File: src/rtl/mem_arbiter_pkg.sv
// Shared arbiter state encoding and load/store access-size codes.
// The funct3 codes are also used by data_mem.
package mem_arb_pkg;

    typedef enum logic [1:0] {
        IDLE   = 2'd0,
        BUSY_I = 2'd1,
        BUSY_D = 2'd2
    } arb_state_t;

    localparam logic [2:0] F3_B  = 3'b000;
    localparam logic [2:0] F3_H  = 3'b001;
    localparam logic [2:0] F3_W  = 3'b010;
    localparam logic [2:0] F3_BU = 3'b100;
    localparam logic [2:0] F3_HU = 3'b101;

endpackage

File: src/rtl/mem_arbiter.sv
// Two-port (fetch / data) arbiter in front of a single shared memory.
// Data wins ties, but fetch is forced through after STARVE_LIMIT back-to-back data grants.
module mem_arbiter
    import mem_arb_pkg::*;
#(
    parameter int DATA_WIDTH   = 32,
    parameter int ADDR_WIDTH   = 32,
    parameter int STARVE_LIMIT = 4
) (
    input  logic                  clk,
    input  logic                  rst,
    input  logic                  i_req,
    input  logic [ADDR_WIDTH-1:0] i_addr,
    output logic [DATA_WIDTH-1:0] i_rdata,
    output logic                  i_ready,
    input  logic                  d_req,
    input  logic                  d_we,
    input  logic [2:0]            d_funct3,
    input  logic [ADDR_WIDTH-1:0] d_addr,
    input  logic [DATA_WIDTH-1:0] d_wdata,
    output logic [DATA_WIDTH-1:0] d_rdata,
    output logic                  d_ready,
    output logic                  mem_req,
    output logic                  mem_we,
    output logic [2:0]            mem_funct3,
    output logic [ADDR_WIDTH-1:0] mem_addr,
    output logic [DATA_WIDTH-1:0] mem_wdata,
    input  logic [DATA_WIDTH-1:0] mem_rdata,
    input  logic                  mem_ack,
    output logic                  busy,
    output logic                  grant_d
);

    localparam int CNT_W = $clog2(STARVE_LIMIT + 1);

    arb_state_t             r_state;
    arb_state_t             w_next;
    logic [CNT_W-1:0]       r_starve_cnt;
    logic                   r_we;
    logic [2:0]             r_funct3;
    logic [ADDR_WIDTH-1:0]  r_addr;
    logic [DATA_WIDTH-1:0]  r_wdata;
    logic                   w_starved;
    logic                   w_grant_i;
    logic                   w_grant_d;

    assign w_starved = (r_starve_cnt == CNT_W'(STARVE_LIMIT));
    assign w_grant_d = (r_state == IDLE) && d_req && !(i_req && w_starved);
    assign w_grant_i = (r_state == IDLE) && i_req && (!d_req || w_starved);

    always_ff @(posedge clk or negedge rst) begin
        if (!rst) begin
            r_state <= IDLE;
        end else begin
            r_state <= w_next;
        end
    end

    always_comb begin
        w_next = r_state;
        case (r_state)
            IDLE: begin
                if (w_grant_d) begin
                    w_next = BUSY_D;
                end else if (w_grant_i) begin
                    w_next = BUSY_I;
                end
            end
            BUSY_I, BUSY_D: begin
                if (mem_ack) begin
                    w_next = IDLE;
                end
            end
            default: w_next = IDLE;
        endcase
    end

    always_comb begin
        mem_req = 1'b0;
        busy    = 1'b0;
        grant_d = 1'b0;
        i_ready = 1'b0;
        i_rdata = '0;
        d_ready = 1'b0;
        d_rdata = '0;
        case (r_state)
            BUSY_I: begin
                mem_req = 1'b1;
                busy    = 1'b1;
                if (mem_ack) begin
                    i_ready = 1'b1;
                    i_rdata = mem_rdata;
                end
            end
            BUSY_D: begin
                mem_req = 1'b1;
                busy    = 1'b1;
                grant_d = 1'b1;
                if (mem_ack) begin
                    d_ready = 1'b1;
                    d_rdata = r_we ? '0 : mem_rdata;
                end
            end
            default: ;
        endcase
    end

    // Request registers: the memory sees a stable copy of the winner until ack.
    always_ff @(posedge clk or negedge rst) begin
        if (!rst) begin
            r_we     <= 1'b0;
            r_funct3 <= '0;
            r_addr   <= '0;
            r_wdata  <= '0;
        end else if (w_grant_d) begin
            r_we     <= d_we;
            r_funct3 <= d_funct3;
            r_addr   <= d_addr;
            r_wdata  <= d_wdata;
        end else if (w_grant_i) begin
            r_we     <= 1'b0;
            r_funct3 <= F3_W;
            r_addr   <= i_addr;
            r_wdata  <= '0;
        end
    end

    always_ff @(posedge clk or negedge rst) begin
        if (!rst) begin
            r_starve_cnt <= '0;
        end else if (!i_req || w_grant_i) begin
            r_starve_cnt <= '0;
        end else if (w_grant_d && !w_starved) begin
            r_starve_cnt <= r_starve_cnt + CNT_W'(1);
        end
    end

    assign mem_we     = r_we;
    assign mem_funct3 = r_funct3;
    assign mem_addr   = r_addr;
    assign mem_wdata  = r_wdata;

endmodule

File: config.mk
export PLATFORM = sky130hd
export DESIGN_NAME = mem_arbiter
export DESIGN_NICKNAME = d
export VERILOG_FILES = /design/src/rtl/mem_arbiter_pkg.sv /design/src/rtl/mem_arbiter.sv
export SDC_FILE = /design/constraint.sdc
export NUM_CORES = 1
export LEC_CHECK = 0
export ABC_AREA = 1
export CAP_MARGIN = 20
export CORE_AREA = 2 2 105 107
export DETAILED_ROUTE_END_ITERATION = 16
export DIE_AREA = 0 0 107 109
export GPL_TIMING_DRIVEN = 0
export PLACE_DENSITY = 0.93
export SLEW_MARGIN = 15
export SYNTH_ARGS = -nofsm -noshare
export SYNTH_HDL_FRONTEND = slang
export SYNTH_SLANG_ARGS = --single-unit
File: constraint.sdc
create_clock -name clk -period 3.6 [get_ports clk]
set_clock_uncertainty 0.1 [all_clocks]
set_input_delay 0.72 -clock clk [delete_from_list [all_inputs] [get_ports clk]]
set_output_delay 0.72 -clock clk [all_outputs]
set_load 0.01 [all_outputs]
==> results.cfg <==
[critical_path]
cp_cell_sequence = clkdlybuf4s50_1 -> nand2_1 -> clkbuf_1 -> nor2_1 -> clkdlybuf4s50_1
cpPeakStageDelay_ns = 0.57
path_class = in2out
cpLargestDelayFamily = buffers and inverters
cp-end-kind = output pin
cp.required_ns = 2.78
cpMostUsedCell = clkdlybuf4s50_1
slowest_stage = clkdlybuf4s50_1
worstSetupStartpointType = input pin
cp_max_fo = 10
crit_arrival_ns = 2.49
worst-path-buf-inv = 3

[layout]
fillers = 856
final_cell_mix = clkdlybuf4s50_1, nand2_1, inv_1
layout.nets = 1009
post-route-cell-area_mm2 = 0.00715
regArea_mm2 = 0.00183
multiInputGateArea_mm2 = 0.00156
area_growth_pct = 78.5
final_common_cell = clkdlybuf4s50_1
drive_gt1_frac = 0.0528

[place]
portBuffers = 273
place.gp.congestion = 0.824
place_area_mm2 = 0.00693
dp_hpwl_um = 11600

[global_route]
overflow = 0
grt_usage = 0.244
grt_max_degree = 39
grt_pass1_wl_um = 21900
antenna_found_initial = 5
first_global_vias = 4482

[sta]
fin_crit_sh = 0.919
setup-violations-final = 0
rsz0062_at_grt = false
period_minus_slack_ns = 3.31
timing.hold.ws_ns = 0.225
final-hold-violation-count = 0
max_clock_freq_ghz = 0.302
drv_slew = 0
tightest_slew_ns = 0.494
slew_headroom = 0.671

[logic_synthesis]
synth.area.top_cells = dfrtp_1, nand2_1, nand3_1
synthXorXnorAreaFrac = 0
synthMuxAreaShare = 0
synth.yosys.seq_area_share = 0.456
synth_nets = 724
yosys_warnings = 0
synth_cells = 582
synth_top_family_by_area = simple AND/OR/NAND/NOR gates
synth-compound-area-share = 0.00656
yosys.area_share.simple = 0.368
synth_area_leader_cell = dfrtp_1
synth_top_area_share = 0.456
synth_area_mm2 = 0.00400
ys_ff_latch = 73
avgSynthCellArea_um2 = 6.88
synth-adder-area-share = 0.0156
yosys.cell_types.count = 18

[drt]
detail_route.first_pass.iterations = 5
via_count = 4665
drc = 0
wl_um = 14300
wl_per_cell_um = 14.1
drt_iter0_markers = 232
vias_per_cell = 4.59
ant_nets = 0

[die]
fp.dieH_um = 109
core_area_mm2 = 0.0106
die-area_mm2 = 0.0117
initial_utilization = 0.378
chipWidth_um = 107
ios = 274
fp-row-count = 38

[clock_network]
numCtsBuffers = 9
ctsHoldBuffers = 0
ctsResizeCount = 0
path_clk_slew_ns = 0.08
cts.sinks = 73
htreeDepth = 3
cts_setup_buffers = 0
cts_tree = done
root_buffer = clkbuf_8
ctsLongestPathBuffers = 2
clk_latency_ns = 0.34

[power_and_ir_drop]
power_leakage_nw = 3.69
ir_drop_uv = 322
p_total_w = 0.00474
p_per_area_mw_per_mm2 = 663

[outcome]
status = finished clean

[min_path]
hold_path_class = in2async

[run]
drv_cap = 0
[through the flow]
stage	utilization	setup TNS, ns	setup WS (ns)	instances
after CTS	0.673	0	0.311	1012
after global placement	0.652	-60.51	-0.833	995
after floorplan	-	0	1.53	582
final	0.674	0	0.293	1017
after global routing	0.674	0	0.176	1017
after detailed placement	0.654	0	0.312	996
[worst reg2reg max path, stage by stage (launching register included)]
cell and delay (ns):
dfrtp_1 0.39, inv_1 0.08, ha_1 0.25, nand2_1 0.15, nand2_2 0.15, inv_2 0.11, clkbuf_1 0.36, nand2_1 0.11
nand2_1 0.09
[routing by layer]
metal,up-vias,global-route usage,part of all wire
li1,2304,-,-
met1,2101,0.245,0.35
met2,228,0.459,0.54
met3,32,0.0652,0.075
met4,0,0.135,0.041
met5,-,0,0
[synth_stat cells (all sizes together)]
master and instances:
o21ai 3, nand4 1, inv 111, clkbuf 11, o22ai 1, dfrtp 73, nand3 104, nor2 67
ha 5, nand2 182, buf 23, a21oi 1
[where the power goes]
part | leakage [nW] | internal (W) | switching, W
Combinational | 2.68 | 0.00135 | 0.00128
Clock | 0.0949 | 0.000340 | 0.000328
Sequential | 0.915 | 0.00122 | 0.000225
[layout make-up]
type,instances,share of cell area
antenna,5,0.00175
timing repair buffer,274,0.385
inverter,111,0.0583
clock inverter,6,0.00928
sequential,73,0.256
clock buffer,10,0.0193
tap,140,0.0245
multi-input combinational,364,0.218
buffer,34,0.0280
[final timing paths]
kind	startpoint	to	slack, ns	cells after the start
max in group asynchronous	rst	mem_wdata[23]$_DFFE_PN0P_	2.61	2
min reg2reg	mem_wdata[29]$_DFFE_PN0P_	mem_wdata[29]$_DFFE_PN0P_	0.37	2
max reg2reg	r_state[1]$_DFFE_PN0P_	mem_addr[14]$_DFFE_PN0P_	1.76	8
max	mem_ack	i_rdata[3]	0.29	5
min	rst	mem_wdata[31]$_DFFE_PN0P_	0.22	1
min in group clk	mem_wdata[29]$_DFFE_PN0P_	mem_wdata[29]$_DFFE_PN0P_	0.37	2
[cell families after synthesis]
family                   count (synthesis)
buffers and inverters                  145
adder cells (fa/ha/maj)                  5
AO/OA/AOI/OAI                            5
flip-flops                              73
AND/OR/NAND/NOR                        354
[registers in the layout (all words and copies together), names as in the netlist]
signal	cells
mem_addr	32
mem_we	1
mem_wdata	32
r_starve_cnt	3
mem_funct3	3
r_state	2
No activity file was read; power rests on OpenSTA's default activity.
